## config.mk

```make
export PLATFORM = sky130hd
export DESIGN_NAME = bcd_time_ascii_tx
export DESIGN_NICKNAME = d
export VERILOG_FILES = /design/src/rtl/bcd_time_ascii_tx.sv
export SDC_FILE = /design/constraint.sdc
export NUM_CORES = 1
export LEC_CHECK = 0
export BUFFER_PORTS_ARGS = -buffer_cell sky130_fd_sc_hd__buf_2
export CAP_MARGIN = 20
export CORE_MARGIN = 2
export CORE_UTILIZATION = 53
export CTS_CLUSTER_DIAMETER = 100
export CTS_CLUSTER_SIZE = 25
export DETAILED_ROUTE_END_ITERATION = 10
export GPL_TIMING_DRIVEN = 1
export PLACE_DENSITY = 0.76
export SYNTH_ARGS = -nofsm -noshare
export SYNTH_HDL_FRONTEND = slang
export SYNTH_SLANG_ARGS = --single-unit
```

## constraint.sdc

```tcl
create_clock -name clk -period 1.52 [get_ports clk]
set_input_delay 0 -clock clk [delete_from_list [all_inputs] [get_ports clk]]
set_output_delay 0 -clock clk [all_outputs]
set_load 0.01 [all_outputs]
```

## src/rtl/bcd_time_ascii_tx.sv

```systemverilog
// Serialises six latched BCD time digits into an ASCII frame
// "HH.MM.SS|" (plus optional LF) over a valid/ready byte stream.
module bcd_time_ascii_tx #(
  parameter bit         TERM_EN = 1'b1,
  parameter logic [7:0] SEP     = 8'h2E
) (
  input  logic       clk,
  input  logic       reset,
  input  logic       start,
  input  logic [3:0] ms_hr,
  input  logic [3:0] ls_hr,
  input  logic [3:0] ms_min,
  input  logic [3:0] ls_min,
  input  logic [3:0] ms_sec,
  input  logic [3:0] ls_sec,
  output logic [7:0] tx_data,
  output logic       tx_valid,
  input  logic       tx_ready,
  output logic       busy,
  output logic       done,
  output logic       bad_digit
);

  localparam logic [0:0] S_IDLE = 1'b0;
  localparam logic [0:0] S_SEND = 1'b1;

  localparam logic [3:0] LAST_IDX = TERM_EN ? 4'd9 : 4'd8;

  localparam logic [7:0] BAR = 8'h7C;
  localparam logic [7:0] LF  = 8'h0A;
  localparam logic [7:0] QM  = 8'h3F;

  logic [0:0]      state_q, state_d;
  logic [3:0]      idx_q, idx_d;
  logic [5:0][3:0] dig_q, dig_d;
  logic            done_q, done_d;
  logic            bad_q, bad_d;

  logic [5:0][3:0] dig_in;
  logic            in_bad;
  logic            fire;
  logic [7:0]      byte_sel;

  // Index 0 is the first digit on the wire (ms_hr).
  assign dig_in = {ls_sec, ms_sec, ls_min, ms_min, ls_hr, ms_hr};

  function automatic logic [7:0] to_ascii(input logic [3:0] d);
    return (d <= 4'd9) ? (8'h30 + {4'h0, d}) : QM;
  endfunction

  always_comb begin
    in_bad = 1'b0;
    for (int i = 0; i < 6; i++) begin
      if (dig_in[i] > 4'd9) in_bad = 1'b1;
    end
  end

  assign tx_valid = (state_q == S_SEND);
  assign busy     = tx_valid;
  assign done     = done_q;
  assign bad_digit = bad_q;
  assign fire     = tx_valid & tx_ready;

  always_comb begin
    state_d = state_q;
    idx_d   = idx_q;
    dig_d   = dig_q;
    bad_d   = bad_q;
    done_d  = 1'b0;
    unique case (state_q)
      S_IDLE: begin
        if (start) begin
          dig_d   = dig_in;
          bad_d   = in_bad;
          idx_d   = 4'd0;
          state_d = S_SEND;
        end
      end
      S_SEND: begin
        if (fire) begin
          if (idx_q == LAST_IDX) begin
            idx_d   = 4'd0;
            done_d  = 1'b1;
            state_d = S_IDLE;
          end else begin
            idx_d = idx_q + 4'd1;
          end
        end
      end
      default: state_d = S_IDLE;
    endcase
  end

  always_comb begin
    byte_sel = 8'h00;
    unique case (idx_q)
      4'd0:    byte_sel = to_ascii(dig_q[0]);
      4'd1:    byte_sel = to_ascii(dig_q[1]);
      4'd2:    byte_sel = SEP;
      4'd3:    byte_sel = to_ascii(dig_q[2]);
      4'd4:    byte_sel = to_ascii(dig_q[3]);
      4'd5:    byte_sel = SEP;
      4'd6:    byte_sel = to_ascii(dig_q[4]);
      4'd7:    byte_sel = to_ascii(dig_q[5]);
      4'd8:    byte_sel = BAR;
      default: byte_sel = LF;
    endcase
  end

  assign tx_data = tx_valid ? byte_sel : 8'h00;

  always_ff @(posedge clk) begin
    if (reset) begin
      state_q <= S_IDLE;
      idx_q   <= 4'd0;
      dig_q   <= '0;
      done_q  <= 1'b0;
      bad_q   <= 1'b0;
    end else begin
      state_q <= state_d;
      idx_q   <= idx_d;
      dig_q   <= dig_d;
      done_q  <= done_d;
      bad_q   <= bad_d;
    end
  end

endmodule

```

# Word-level counts from Yosys, hierarchy flattened
# Index checks and enable logic that the tools add are counted.
# word_totals
reg_bits,31
input_bits,28
output_inout_bits,12
wordCells,71
# op_classes
add_sub_neg,7
n_lt_le_gt_ge,12
n_eq_ne,11
mux,23
bitwise,3
n_reduce_logical,5
# op_table
operator,n
$pmux W7 S8,1
$add A6 B4 Y7 const A,6
$mux W7,6
$gt A4 B4 Y1 const B,6
$le A4 B4 Y1 const B,6
$eq A4 B3 Y1 const B,4
$mux W4,3
$mux W1,10
$eq A4 B2 Y1 const B,2
$eq A4 B4 Y1 const B,2
$mux W8,1
$pmux W4 S2,1
$add A4 B1 Y4 const B,1
$eq A4 B1 Y1 const B,1
$logic_not A4 Y1,1
$reduce_and A2 Y1,2
$reduce_or A3 Y1,1
$ne A2 B1 Y1 const B,1
$ne A2 B2 Y1 const B,1
$not A1 Y1,2
$pmux W1 S2,1
$reduce_or A2 Y1,1
$and A1 B1 Y1,1

# Logic depth before layout (Yosys ltp)
# logic_depth
depth_word,7
mapped_depth,6
mapped_depth_nobuf,4

# Worst setup path before layout
# No wires, ideal clock.
# synth_timing
path_kind,flip-flop to output port
startpoint,register idx_q[3]
endpoint,output port tx_data[2]
t_arrival_ns,1.232
t_required_ns,1.520
setup_slack_ns,0.288
stages_incl_launch_ff,6
path_buffers,1
path_cell_list,dfxtp_1 buf_6 nand2b_4 or4_1 o21ai_1 o31a_1
# synth_between
elab_chain_cells,4
# synth_lines
element,line_no,source
"start, declared",34,"logic [3:0] idx_q, idx_d;"
"start signal, assigned",121,idx_q <= idx_d;
$eq A4 B3 Y1 / $eq A4 B2 Y1 (equally long branches),96,unique case (idx_q)
$reduce_or A2 Y1 (no source line),-,
$pmux W7 S8 (*),96,
$mux W8 (*),110,assign tx_data = tx_valid ? byte_sel : 8'h00;
"end, declared",16,"output logic [7:0] tx_data,"
# Mark *: on every way between the ends. The rest lies on a longest branch, timed or not.

# Worst setup path in the final report
# layout_timing
startpoint,register idx_q[1]
endpoint,output port tx_data[2]
# The elaborated chain is that of the path after synthesis.

==> run_results.csv <==
group,metric,value,unit
synth,synth_enable_flop_cells,0,
worst_setup_path,slowest_stage,"or4_1",
min_path,whs_path_depth,2,
synth,syn_avg_cell_area,7.13,µm²
finish,nNetsFinal,334,
timing,timing.setup.tns,-0.594,ns
worst_setup_path,reg2reg_from,"idx_q[0]",
synth,async_reset_ff_share,0,%
timing,finalCritPeriodShare,113,%
worst_setup_path,r2r_end,"idx_q[2]",
timing,grt_setup_unrepaired,"true",
floorplan,coreArea,3030,µm²
synth,synth_top_area_share,37.2,%
finish,ff_latch_area,637,µm²
placement,gp_congestion,0.909,
timing,fmax,0.580,GHz
timing,clock_skew,0.00704,ns
global_routing,grt_first_pass_wirelength,8020,µm
clock_network,cts_buffers,5,
synth,yosys_warnings,0,
floorplan,num_rows,20,
finish,design_area,2520,µm²
timing,final-hold-violation-count,0,
worst_setup_path,worstPathRequired,1.52,ns
power_and_ir_drop,power_density,750,nW/µm²
finish,n_antenna_cell,0,
global_routing,grt_overflow,0,
worst_setup_path,worstPathCellList,"buf_12 -> nand2b_4 -> or4_1 -> o21ai_1 -> o31a_1 -> buf_2",
placement,placed_cell_area,1940,µm²
route,wl_per_cell,15.7,µm
timing,setup_viol,4,
run,maxCapViolCount,0,
finish,multiInputGateArea,1030,µm²
floorplan,die_w,60.1,µm
synth,netlist_top_cells_area,"dfxtp_1 (37%), nand2_1 (14%), a21oi_1 (11%), buf_2 (3.0%), o21ai_0 (3.0%)",
floorplan,start_util,55.1,%
placement,io_buffers,38,
min_path,hold_start,"reset",
worst_setup_path,critPathLaunchType,"flip-flop",
finish,final.fill_count,190,
route,firstDrtPassIters,5,
synth,synthFlopType,"dfxtp_1",
clock_network,insertion_delay,0.34,ns
worst_setup_path,crit_type,"flip-flop to primary output",
route,wl,5510,µm
timing,period_minus_slack,1.72,ns
route,ant_nets,0,
outcome,violations,"negative setup slack",
clock_network,cts_root_buf,"clkbuf_4",
floorplan,dieArea,3610,µm²
route,via_count,1983,
route,drtIter0Drc,205,
placement,dp_hpwl,3020,µm
global_routing,grtUsageTotal,30.0,%
synth,ys_seq_area_share,37.2,%
power_and_ir_drop,p_leak,0.000985,µW
outcome,outcome,"complete, but fails checks",
worst_setup_path,ff2ff_path_depth,4,
clock_network,cts_tree,"yes",
clock_network,cts.clk_slew.worst_paths,0.10,ns
floorplan,ios,40,
worst_setup_path,worstPathArrival,1.72,ns
synth,yosysTopAreaCell,"dfxtp_1",
synth,synth_seq_cells,31,
timing,setup_ws,-0.204,ns
synth,ys_types,42,
global_routing,grt_max_degree,25,
timing,maxSlewViolCount,0,
worst_setup_path,crit_fanout,5,
floorplan,die_h,60.1,µm
synth,syn_area,1670,µm²
power_and_ir_drop,total_power,1890,µW
min_path,min_path_type,"primary input to flip-flop",
worst_setup_path,end_kind,"primary output",
timing,hold_slack,0.0719,ns
worst_setup_path,cpPeakStageDelay,0.48,ns
finish,drive_gt1_share,31.0,%
clock_network,clockBufferDepth,2,
global_routing,antenna_found_initial,0,
min_path,min_delay_worst_endpoint,"bad_digit",
finish,syn_to_final_growth,51.2,%
clock_network,cts_max_level,2,
synth,synthCells,234,
route,avgViaCountPerCell,5.67,
clock_network,clkSinkCount,31,
power_and_ir_drop,ir_worst_vdd,0.561,mV
worst_setup_path,rrSetupSlack,0.18,ns
route,drc,0,
finish,utilization,83.3,%
synth,syn_nets,262,
global_routing,first_global_vias,1790,
## final cells by class
cell class                 count  area share (%)
tap                           44            2.18
clock buffer                   6            1.64
inverter                       5           0.844
timing repair buffer          84            27.8
sequential                    31            25.3
clock inverter                 1            1.19
multi-input combinational    179            41.0
## cells by family (layout without fill, tap and decap cells)
group,Yosys count,after routing,share of synthesized area [%]
simple gates,96,96,25.8
compound gates,81,81,28.7
flops,31,31,37.2
buf+inv,24,96,7.50
other cells,1,1,0.225
mux,1,1,0.600
## critical path, delay by kind of cell (launching register included)
kind	cells	cell delay, ns
compound gates	2	0.23
buf+inv	2	0.24
flops	1	0.38
simple gates	2	0.53
## report_power, final
part	internal [µW]	leakage, µW	switching (µW)	total, µW
registers	851	0.000258	47.8	899
logic	184	0.000689	187	372
clock network	339	0.0000383	282	620
## synth_stat cells (2+ instances only)
cell type and n:
nand3_1 4, inv_2 3, o2111ai_1 2, nor2b_1 2
nand3b_1 2, nor2_1 11, a21o_1 2, o31ai_1 2
inv_1 2, nand2_1 60, nand4_1 3, o21ai_0 10
clkbuf_1 4, a22oi_1 2, dfxtp_1 31, buf_2 10
o21ai_1 4, o21a_1 3, buf_4 4, nor4_1 4
a21oi_1 38, a211oi_1 4, nor3_1 3, o22ai_1 2
a31oi_1 5
## metrics by stage
stage / instances / worst slack [ns]
CTS: 347 / -0.170
finish: 350 / -0.204
global route: 350 / -0.247
detailed placement: 310 / 0.141
global placement: 310 / 0.165
floorplan: 234 / 0.288
## registers in the layout (all words and copies together), names as in the netlist
name and flops:
bad_digit 1, idx_q 4, dig_q 24, busy 1, done 1
## how the worst max path moves through the flow
stage          slack (ns)          to     start  cells after the start
6_report            -0.20  tx_data[2]  idx_q[1]                      6
4_1_cts             -0.17  tx_data[2]  idx_q[1]                      6
3_5_place_dp         0.14  tx_data[2]  idx_q[1]                      6
5_1_grt             -0.25  tx_data[2]  idx_q[1]                      6
2_1_floorplan        0.29  tx_data[2]  idx_q[3]                      5
3_3_place_gp         0.16  tx_data[2]  idx_q[1]                      6
## metal layers
layer / routed length [µm] / track usage, % / share of wire (%)
met5: 0 / 0 / 0
met4: 155 / 11.7 / 2.8
met3: 340 / 7.14 / 6.2
met2: 2750 / 50.2 / 50
met1: 2260 / 37.0 / 41
## cells in the final DEF (no fill, tap or decap), drive strengths merged, types with 2 or more instances in the layout
cell type    count
nand2           60
buf             58
a21oi           39
dfxtp           31
dlygate4sd3     26
o21ai           14
nor2            11
clkbuf           6
a31oi            5
inv              5
nand3            4
a211oi           4
nor4             4
o21a             3
nand4            3
nor3             3
o22ai            2
o31ai            2
a21o             2
a22oi            2
nand3b           2
nand2b           2
o2111ai          2
nor2b            2
## timing repair
action | 4_1_cts | 5_1_grt
endpoints found under the hold margin | 26 | 0
gates resized for setup | 11 | 29
setup buffers | 2 | 3
gates cloned | 2 | 0
pin swaps | 7 | 11
hold buffers | 26 | 0
endpoints found under the setup margin | 6 | 7
Note: power is estimated with default switching activity, not from simulation.
